$ cat config.mk
export PLATFORM = sky130hd
export DESIGN_NAME = vdp_super_res_mixer
export DESIGN_NICKNAME = d
export VERILOG_FILES = /design/src/rtl/custom_timings_pkg.sv /design/src/rtl/vdp_super_res_mixer_bars.sv /design/src/rtl/vdp_super_res_mixer.sv
export SDC_FILE = /design/constraint.sdc
export NUM_CORES = 1
export LEC_CHECK = 0
export ABC_AREA = 1
export CELL_PAD_IN_SITES_DETAIL_PLACEMENT = 1
export CELL_PAD_IN_SITES_GLOBAL_PLACEMENT = 2
export CORE_MARGIN = 4
export CORE_UTILIZATION = 26
export CTS_CLUSTER_DIAMETER = 60
export CTS_CLUSTER_SIZE = 20
export DETAILED_ROUTE_END_ITERATION = 8
export PLACE_DENSITY_LB_ADDON = 0.1
export SYNTH_ARGS = -nofsm -noshare
export SYNTH_HDL_FRONTEND = slang
export SYNTH_SLANG_ARGS = --single-unit
$ cat constraint.sdc
create_clock -name clk -period 3.3 [get_ports clk]
set_clock_uncertainty 0.15 [all_clocks]
set_input_delay 0.495 -clock clk [delete_from_list [all_inputs] [get_ports clk]]
set_output_delay 0.495 -clock clk [all_outputs]
set_load 0.01 [all_outputs]
$ cat src/rtl/custom_timings_pkg.sv
// custom_timings: shared video timing constants and pixel types.
//   FRAME_WIDTH/FRAME_HEIGHT per geometry (NTSC 858x525, PAL 864x625),
//   rgb24_t pixel struct and the 8-entry colour-bar table.
package custom_timings;

    typedef struct packed {
        logic [7:0] r;
        logic [7:0] g;
        logic [7:0] b;
    } rgb24_t;

    localparam logic [10:0] FRAME_WIDTH_NTSC  = 11'd858;
    localparam logic [10:0] FRAME_WIDTH_PAL   = 11'd864;
    localparam logic [9:0]  FRAME_HEIGHT_NTSC = 10'd525;
    localparam logic [9:0]  FRAME_HEIGHT_PAL  = 10'd625;

    // White, yellow, cyan, green, magenta, red, blue, black.
    localparam rgb24_t BAR_COLOURS [8] = '{
        24'hFFFFFF, 24'hFFFF00, 24'h00FFFF, 24'h00FF00,
        24'hFF00FF, 24'hFF0000, 24'h0000FF, 24'h000000
    };

    function automatic logic [10:0] frame_width(input logic pal);
        return pal ? FRAME_WIDTH_PAL : FRAME_WIDTH_NTSC;
    endfunction

    function automatic logic [9:0] frame_height(input logic pal);
        return pal ? FRAME_HEIGHT_PAL : FRAME_HEIGHT_NTSC;
    endfunction

endpackage

$ cat src/rtl/vdp_super_res_mixer_bars.sv
// vdp_colour_bars: colour-bar test pattern generator.
//   clk, reset (async, active-high), de_in : pixel clock / active video
//   bar_rgb : colour for the current de_in pixel (combinational from the
//             registered pixel counter)
module vdp_colour_bars
    import custom_timings::*;
#(
    parameter int unsigned BAR_WIDTH = 90
) (
    input  logic   clk,
    input  logic   reset,
    input  logic   de_in,
    output rgb24_t bar_rgb
);

    logic [9:0] pix_q, pix_d;
    logic [9:0] bar_idx;

    // pix_q counts the DE pixels already seen on this line, so it equals the
    // index of the pixel currently on de_in.
    always_comb begin
        pix_d = pix_q;
        if (!de_in)
            pix_d = '0;
        else if (pix_q != '1)
            pix_d = pix_q + 10'd1;
    end

    always_ff @(posedge clk or posedge reset) begin
        if (reset)
            pix_q <= '0;
        else
            pix_q <= pix_d;
    end

    always_comb begin
        bar_idx = pix_q / 10'(BAR_WIDTH);
        if (bar_idx > 10'd7)
            bar_idx = 10'd7;
        if (32'(pix_q) >= 8 * BAR_WIDTH)
            bar_rgb = '0;
        else
            bar_rgb = BAR_COLOURS[bar_idx[2:0]];
    end

endmodule

$ cat src/rtl/vdp_super_res_mixer.sv
// vdp_super_res_mixer: final pixel selection ahead of the HDMI/DVI encoder.
//   clk, reset (async, active-high)
//   cx, cy, pal_mode       : timing counters and frame geometry
//   vdp_super              : super-res request, latched at the frame boundary
//   test_pattern_en        : force colour bars
//   de_in/hsync_in/vsync_in, legacy_*, high_res_* : phase-aligned video in
//   video_*, de_out, hsync_out, vsync_out : video out, PIPE_STAGES latency
//   super_active, frame_start : latched mode and boundary pulse
module vdp_super_res_mixer
    import custom_timings::*;
#(
    parameter int unsigned PIPE_STAGES = 2,
    parameter int unsigned BAR_WIDTH   = 90
) (
    input  logic        clk,
    input  logic        reset,
    input  logic [10:0] cx,
    input  logic [9:0]  cy,
    input  logic        pal_mode,
    input  logic        vdp_super,
    input  logic        test_pattern_en,
    input  logic        de_in,
    input  logic        hsync_in,
    input  logic        vsync_in,
    input  logic [7:0]  legacy_r,
    input  logic [7:0]  legacy_g,
    input  logic [7:0]  legacy_b,
    input  logic [7:0]  high_res_r,
    input  logic [7:0]  high_res_g,
    input  logic [7:0]  high_res_b,
    output logic [7:0]  video_r,
    output logic [7:0]  video_g,
    output logic [7:0]  video_b,
    output logic        de_out,
    output logic        hsync_out,
    output logic        vsync_out,
    output logic        super_active,
    output logic        frame_start
);

    if (PIPE_STAGES < 2 || PIPE_STAGES > 4) begin : g_bad_pipe
        $error("vdp_super_res_mixer: PIPE_STAGES must be 2..4");
    end

    rgb24_t                   bar_rgb;
    rgb24_t                   sel_rgb;
    rgb24_t [PIPE_STAGES-1:0] rgb_q, rgb_d;
    logic   [PIPE_STAGES-1:0] de_q, de_d;
    logic   [PIPE_STAGES-1:0] hs_q, hs_d;
    logic   [PIPE_STAGES-1:0] vs_q, vs_d;
    logic                     super_active_q, super_active_d;
    logic                     frame_start_q, frame_start_d;
    logic                     boundary;

    vdp_colour_bars #(
        .BAR_WIDTH(BAR_WIDTH)
    ) u_bars (
        .clk    (clk),
        .reset  (reset),
        .de_in  (de_in),
        .bar_rgb(bar_rgb)
    );

    always_comb begin
        boundary = (cx == frame_width(pal_mode) - 11'd1) &&
                   (cy == frame_height(pal_mode) - 10'd1);
        super_active_d = boundary ? vdp_super : super_active_q;
        frame_start_d  = boundary;
    end

    // Selection reads super_active_q, so a boundary pixel still uses the
    // mode that was in effect before the latch.
    always_comb begin
        if (!de_in)
            sel_rgb = '0;
        else if (test_pattern_en)
            sel_rgb = bar_rgb;
        else if (super_active_q)
            sel_rgb = {high_res_r, high_res_g, high_res_b};
        else
            sel_rgb = {legacy_r, legacy_g, legacy_b};
    end

    always_comb begin
        rgb_d[0] = sel_rgb;
        de_d[0]  = de_in;
        hs_d[0]  = hsync_in;
        vs_d[0]  = vsync_in;
        for (int unsigned i = 1; i < PIPE_STAGES; i++) begin
            rgb_d[i] = rgb_q[i-1];
            de_d[i]  = de_q[i-1];
            hs_d[i]  = hs_q[i-1];
            vs_d[i]  = vs_q[i-1];
        end
    end

    always_ff @(posedge clk or posedge reset) begin
        if (reset) begin
            rgb_q          <= '0;
            de_q           <= '0;
            hs_q           <= '0;
            vs_q           <= '0;
            super_active_q <= 1'b0;
            frame_start_q  <= 1'b0;
        end else begin
            rgb_q          <= rgb_d;
            de_q           <= de_d;
            hs_q           <= hs_d;
            vs_q           <= vs_d;
            super_active_q <= super_active_d;
            frame_start_q  <= frame_start_d;
        end
    end

    assign video_r      = rgb_q[PIPE_STAGES-1].r;
    assign video_g      = rgb_q[PIPE_STAGES-1].g;
    assign video_b      = rgb_q[PIPE_STAGES-1].b;
    assign de_out       = de_q[PIPE_STAGES-1];
    assign hsync_out    = hs_q[PIPE_STAGES-1];
    assign vsync_out    = vs_q[PIPE_STAGES-1];
    assign super_active = super_active_q;
    assign frame_start  = frame_start_q;

endmodule

==> After elaboration in Yosys (flattened, before gate mapping) <==
Memory sizes are Yosys's and may differ from the RTL's.
Cells that the tools add are included.
{ "totals": {"reg_bits": 66, "inputBits": 77, "mem_bits_ro": 192, "word_cells": 37, "memories": 1} }
{ "op_classes": {"n_eq_ne": 4, "n_div": 1, "mux": 11, "n_lt_le_gt_ge": 3, "reduce_logical": 1, "bitwise_logic": 1, "addsub": 3} }
{ "memory_table": {"columns": ["name", "depth", "width", "rd", "rd_clocked_by_memory_dff", "write_ports", "line_no", "text"], "rows": [
  ["(no name shown)", 8, 24, 1, 0, 0, "vdp_super_res_mixer_bars.sv:43", "bar_rgb = BAR_COLOURS[bar_idx[2:0]];"]
]} }
{ "op_table": {"columns": ["cell", "n"], "rows": [
  ["24-bit 2-to-1 mux", 6],
  ["10-bit 2-to-1 mux", 2],
  ["11-bit equality test", 1],
  ["10-bit by 1-bit subtractor with 11-bit output, second input constant", 1],
  ["10-bit by 1-bit adder with 10-bit output, second input constant", 1],
  ["10-bit by 7-bit divider with 10-bit output, second input constant", 1],
  ["10-bit equality test", 1],
  ["10-bit greater-or-equal comparator, second input constant", 1],
  ["10-bit by 3-bit greater-than comparator with 1-bit output, second input constant", 1],
  ["10-bit inequality test, second input constant", 1],
  ["10-bit by 1-bit subtractor with 10-bit output, second input constant", 1],
  ["7-bit 2-to-1 mux", 1],
  ["6-bit 2-to-1 mux", 1],
  ["4-bit greater-or-equal comparator, second input constant", 1],
  ["3-bit NOT with 4-bit output", 1],
  ["3-bit 2-to-1 mux", 1],
  ["2-bit by 1-bit inequality test with 1-bit output, second input constant", 1],
  ["1-bit logical AND", 1]
]} }

==> Longest topological paths before layout <==
{ "logic_depth": {"depth_word": 10, "ltp_mapped": 23} }

==> Cells and area by module <==
Synthesis repeated with hierarchy kept, for this count alone.
{ "unflattened": {"hier_cells": 413, "area_unflattened_um2": 3622.2} }
{ "modules_own_cells": {"columns": ["module", "cells_per_inst", "area_per_inst_um2", "seq_area_each_um2", "instances"], "rows": [
  ["vdp_super_res_mixer", 228, 2416.1, 1401.3, 1],
  ["vdp_colour_bars", 185, 1206.2, 250.2, 1]
]} }

==> Least setup slack after synthesis <==
Ideal clock, no wire load.
{ "synth_path": {"path_type": "reg2reg", "from": "register u_bars.pix_q[4]", "to": "register rgb_q, in the netlist rgb_d[24]", "setup_time_ps": 139, "slack_ps": 884, "stages_incl_launch_ff": 23, "arrival_ps": 2127, "cell_sequence": "dfrtp_1 inv_2 nand2_4 nand2_2 nand2_2 nand3_1 nand2_4 nor2_2 nand2_4 nand2_4 nand2_4 nand2_4 nand2_2 a21oi_4 nand3_4 nand3_4 nand2_1 nand2_1 nand2_1 nand2_1 nand2_2 nand2_4 a21oi_2"} }
{ "synth_lines": {"columns": ["element", "line_no", "text"], "rows": [
  ["start: declaration", "vdp_super_res_mixer_bars.sv:16", "logic [9:0] pix_q, pix_d;"],
  ["start signal: assignment", "vdp_super_res_mixer_bars.sv:33", "pix_q <= pix_d;"],
  ["end signal: assignment", "vdp_super_res_mixer.sv:106", "rgb_q <= rgb_d;"],
  ["end: declaration", "vdp_super_res_mixer.sv:47", "rgb24_t [PIPE_STAGES-1:0] rgb_q, rgb_d;"]
]} }

==> qor.yml <==
route:
  first_pass_iters: 4
  vias: 2681
  drtAntennaViolNets: 0
  drt_iter0_drc: 161
  vias_per_cell: 4.544
  drc: 0
  wire_per_inst_um: 15.27
  wirelength_um: 9010
sta:
  drv_slew: 0
  worst_pin_slew_ns: 0.8567
  setup_viol: 0
  worst_slack_ns: 0.4840
  timing.fmax_ghz: 0.3551
  hold_violations: 0
  slew_headroom: 0.4271
  rsz0062_at_grt: "no"
  fin_crit_sh: 0.8533
  tns_ns: 0
  period_needed_ns: 2.816
grt:
  grt_pass1_vias: 2936
  grtUsageTotal: 0.1438
  grt_max_degree: 67
  gr-total-overflow: 0
  grt_pass1_wl_um: 14910
  antenna_found_initial: 0
power_and_ir_drop:
  power_leakage_nw: 2.063
  swShare: 0.2073
  p_per_area_mw_per_mm2: 469.3
  p_seq_frac: 0.397
  max-vdd-ir-drop_v: 0.0002533
  internal_power_mw: 1.730
  pwr-share-clk: 0.498
  power_switching_mw: 0.4524
  comb_power_share: 0.105
floorplanning:
  rows: 39
  core_area_mm2: 0.01147
  die_w_um: 116.7
  start_util: 0.2679
  fp.dieArea_mm2: 0.01362
  io_pins: 106
  die_h_um: 116.7
logic_synthesis:
  synth.yosys.warnings: 0
  synth_cells: 332
  yosys_register_bits: 66
  seq_area_frac_synth: 0.5377
  avgSynthCellArea_um2: 9.252
  yosys.area.top_type: "dfrtp_1"
  synth_cell_type_count: 33
  yosysTopAreaCellShare: 0.5377
  syn_area_mm2: 0.003072
  syn_nets: 412
  synthTopCellsByArea: "dfrtp_1, nand2_1, a21oi_1, nand3_1, inv_1"
clock_tree:
  postCtsHoldBufs: 0
  numCtsBuffers: 9
  h-tree-depth: 3
  post_cts.repair.setup_buffers: 0
  clkTransAtPathRegs_ns: 0.06
  root_buffer: "clkbuf_16"
  cts_tree: "yes"
  clk-insertion-delay-late_ns: 0.33
  post_cts_resized: 0
  cts_sinks: 66
  cts_max_path_buffers: 2
finish:
  final_cell_mix: "clkdlybuf4s50_1, nand2_1, dfrtp_1, a21oi_1, inv_1"
  n_antenna_cell: 0
  stdcell_area_mm2: 0.004651
  seq_area_mm2: 0.001652
  multi_input_area_mm2: 0.001262
  final_common_cell: "clkdlybuf4s50_1"
  nets: 522
  drive_above_1_share: 0.1432
  area_growth_pct: 51.41
  fill_cells: 1310
critical_path:
  end_kind: "register"
  critical-path-top-delay-family: "simple AND/OR/NAND/NOR gates"
  crit_buf_inv: 1
  cp_slowest_cell: "dfrtp_1"
  crit_top_cell: "nand2_4"
  setup.worst_path.class: "register to register"
  crit_required_ns: 3.38
  path_cells: "nand2_2 -> inv_2 -> nand3_4 -> nand2_4 -> nand2_1 -> nand2_2 -> nor2_2 -> nand2_4 -> nand2_4 -> nand2_4 -> nand2_4 -> nand2_1 -> nand3_1 -> nand3_4 -> nand3_4 -> o21ai_1 -> nand2_1 -> a21oi_1"
  crit_arrival_ns: 2.90
  critPathLaunchType: "register"
  crit_fanout: 8
  slowest_delay_ns: 0.50
placed_design:
  io_buffers: 105
  place_hpwl_um: 6781
  placed_cell_area_mm2: 0.004307
  gp_congestion: 0.7510
  dpl_worst_slack_ns: 0.4806
run_status:
  status: "finished clean"
run:
  max-cap-violations: 0
min_path:
  min_path_type: "register to register"
## through the flow
stage | instances | hold slack, ns | utilization | power [mW]
after floorplan | 332 | 0.1812 | - | 0.9502
after global placement | 574 | 0.1812 | 0.3756 | 1.113
after detailed placement | 574 | 0.1856 | 0.3756 | 1.116
after CTS | 590 | 0.1974 | 0.4056 | 2.226
after global routing | 590 | 0.2009 | 0.4056 | 2.288
final | 590 | 0.1941 | 0.4056 | 2.183
## cell usage after synthesis, drive strengths merged
library cell	instances
a211oi	2
a21boi	1
a21oi	45
a31oi	4
a41oi	1
buf	1
clkbuf	9
dfrtp	66
ha	3
inv	32
nand2	94
nand3	26
nand3b	1
nand4	2
nor2	15
nor3	5
nor3b	1
nor4	5
o2111a	1
o211ai	1
o21ai	13
o41ai	1
xor2	3
## power by group through the flow
stage / clock (mW) / sequential [mW] / combinational, mW
final: 1.09 / 0.867 / 0.229
after global routing: 1.16 / 0.871 / 0.253
after global placement: 0 / 0.880 / 0.233
after detailed placement: 0 / 0.882 / 0.234
after floorplan: 0 / 0.890 / 0.0605
after CTS: 1.12 / 0.868 / 0.236
## metal layers
layer  track usage  vias up  wire [µm]
met5             0        -          0
met4       0.06193        0        155
met3       0.03109        9        568
met2        0.2374       79       4156
met1        0.1813     1276       4130
li1              -     1317          -
## registers in the layout, indices dropped and copies added (netlist names)
register      flops
de_q              2
frame_start       1
hs_q              2
rgb_d            24
super_active      1
u_bars.pix_q     10
video_b           8
video_g           8
video_r           8
vs_q              2
## worst paths after layout
path / from / depth (start not counted) / slack (ns) / to
setup reg to reg: u_bars.pix_q[6] / 18 / 0.48 / rgb_d[44]
hold reg to reg: de_q[0] / 0 / 0.19 / de_q[1]
setup / recovery: u_bars.pix_q[6] / 18 / 0.48 / rgb_d[44]
hold / removal: de_q[0] / 0 / 0.19 / de_q[1]
max in group asynchronous: reset / 3 / 2.29 / u_bars.pix_q[1]
min in group asynchronous: reset / 3 / 0.41 / de_q[1]
## cells by family (layout without fill, tap and decap cells)
kind of cell             after synthesis  after routing  share of synthesized area
buffers and inverters                 42            157                    0.05132
XOR/XNOR                               3              3                   0.008556
flip-flops                            66             66                     0.5377
AO/OA/AOI/OAI                         69             69                     0.1352
AND/OR/NAND/NOR                      149            149                     0.2550
adder cells (fa/ha/maj)                3              3                    0.01222
## cell type report
class | instances | share of cell area
flip-flops and latches | 66 | 0.3551
multi-input cells | 224 | 0.2715
repair buffers | 109 | 0.2351
clock buffers | 10 | 0.04923
well taps | 143 | 0.03847
inverters | 32 | 0.02583
clock inverters | 6 | 0.02475
## worst reg2reg max path: stages (launching register included)
cell	delay, ns
dfrtp_1	0.50
nand2_2	0.15
inv_2	0.11
nand3_4	0.11
nand2_4	0.11
nand2_1	0.07
nand2_2	0.09
nor2_2	0.05
nand2_4	0.07
nand2_4	0.06
nand2_4	0.08
nand2_4	0.08
nand2_1	0.09
nand3_1	0.13
nand3_4	0.13
nand3_4	0.09
o21ai_1	0.14
nand2_1	0.24
a21oi_1	0.27
Power figures use the tool's default switching activity.
==> RTL change, RTL diff (same flow settings) <==
Register the input `de_in` before use, without a reset. The logic sees it one clock later. The other inputs are not delayed to match. Comments in the files are not updated.
--- a/src/rtl/vdp_super_res_mixer.sv
+++ b/src/rtl/vdp_super_res_mixer.sv
@@ -38,6 +38,12 @@
     output logic        frame_start
 );
 
+    logic de_r;
+
+    always_ff @(posedge clk) begin
+        de_r <= de_in;
+    end
+
     if (PIPE_STAGES < 2 || PIPE_STAGES > 4) begin : g_bad_pipe
         $error("vdp_super_res_mixer: PIPE_STAGES must be 2..4");
     end
@@ -57,7 +63,7 @@
     ) u_bars (
         .clk    (clk),
         .reset  (reset),
-        .de_in  (de_in),
+        .de_in  (de_r),
         .bar_rgb(bar_rgb)
     );
 
@@ -71,7 +77,7 @@
     // Selection reads super_active_q, so a boundary pixel still uses the
     // mode that was in effect before the latch.
     always_comb begin
-        if (!de_in)
+        if (!de_r)
             sel_rgb = '0;
         else if (test_pattern_en)
             sel_rgb = bar_rgb;
@@ -83,7 +89,7 @@
 
     always_comb begin
         rgb_d[0] = sel_rgb;
-        de_d[0]  = de_in;
+        de_d[0]  = de_r;
         hs_d[0]  = hsync_in;
         vs_d[0]  = vsync_in;
         for (int unsigned i = 1; i < PIPE_STAGES; i++) begin
Formal check against the unedited RTL: not equivalent (a bounded check fails within 4 cycles, from zero or initial values and one cycle with reset high).
==> RTL change against the unedited design <==
Count of clock-buffer cells in the layout unchanged; first-iteration DRC count decreased by 47%; die area increased by 0.60%; worst setup slack gained 0.11 ns; sequential power rose by 2%; routed wire length rose by 2.0%; sequential cell count is 1 higher; utilization down 0.35 points; area after synthesis grew 0.65%; power shrank 5.3%; design area fell by 0.43%; critical path type unchanged; largest cell class unchanged; largest power group unchanged.
==> RTL change: results (changes against the unedited design) <==
post-synthesis cell type count - 34 (was 33)
number of global-route vias before repair - 2785 (was 2936)
DP Wirelength - 7060 um (was 6780 um)
Total GRT Usage - 0.140 (was 0.144)
fraction of layout cells with a size suffix above 1 - 0.145 (was 0.143)
FF-to-FF setup slack - 0.60 ns (was 0.48 ns)
total routed wirelength - 9190 um (was 9010 um)
Synthesized Nets - 413 (was 412)
Top delay family on crit path - simple AND/OR/NAND/NOR gates (unchanged)
post-synthesis mux area share - 0 (unchanged)
CP max stage delay - 0.44 ns (was 0.50 ns)
Area after DPL - 4330 um2 (was 4310 um2)
min Tclk post-route - 2.70 ns (was 2.82 ns)
Min-Delay Endpoint - video_b[6] (was de_q[1])
Final GP Congestion - 0.773 (was 0.751)
Syn. warnings - 0 (unchanged)
Leak Pwr - 2.06 nW (about the same)
Adder-Cell Fraction of Synth Area - 0.0121 (was 0.0122)
Cell Pwr Density - 446 nW/um2 (was 469 nW/um2)
largest net degree at the start of global routing - 38 (was 67)
status - finished, final reports clean (unchanged)
Nets - 523 (was 522)
Initial DRC Count - 86 (was 161)
Worst-Margin Slew - 0.768 ns (was 0.857 ns)
first-pass GRT wire length - 14700 um (was 14900 um)
switching power - 460 uW (was 452 uW)
CP startpoint - u_bars.pix_q[3] (was u_bars.pix_q[6])
Synth async-reset ratio - 0.985 (was 1.00)
register area share after synthesis - 0.541 (was 0.538)
Crit Path Max Fanout - 5 (was 8)
Place WS - 0.580 ns (was 0.481 ns)
Compound-Gate Fraction of Synth Area - 0.134 (was 0.135)
Area contributors post-synth - dfrtp_1 53%, nand2_1 9.1%, a21oi_1 5.8% (was dfrtp_1 54%, nand2_1 9.2%, a21oi_1 5.9%)
VDD IR max - 0.000217 V (was 0.000253 V)
worst-case reg-to-reg path depth - 13 (was 18)
Worst Setup EP - u_bars.pix_q[7] (was rgb_d[44])
Worst Path Arrival - 2.76 ns (was 2.90 ns)
Reg power frac - 0.427 (was 0.397)
via/cell ratio - 4.57 (was 4.54)
worst min-delay path startpoint - rgb_d[30] (was de_q[0])
-- RTL change: changes by cell type after synthesis --
cell	change
dfxtp_1	+1
-- RTL change: per-layer routing --
layer  GRT usage  wire, um  vias up
met5           0         0        -
met4      0.0466       139        0
met3      0.0360       490       11
met2       0.227      4350       68
met1       0.184      4220     1297
li1            -         -     1325
-- RTL change: cell type report --
cell class | instances | area [um2]
clock inverters | 6 | 65.1
multi-input cells | 224 | 1260
fillers | 1343 | 6890
flip-flops and latches | 67 | 1670
inverters | 32 | 120
well taps | 143 | 179
clock buffers | 10 | 239
repair buffers | 109 | 1090
-- RTL change: metrics by stage --
| stage | hold slack [ns] | std cells |
|---|---|---|
| floorplan | 0.181 | 333 |
| global placement | 0.181 | 575 |
| detailed placement | 0.186 | 575 |
| CTS | 0.197 | 591 |
| global route | 0.198 | 591 |
| finish | 0.195 | 591 |
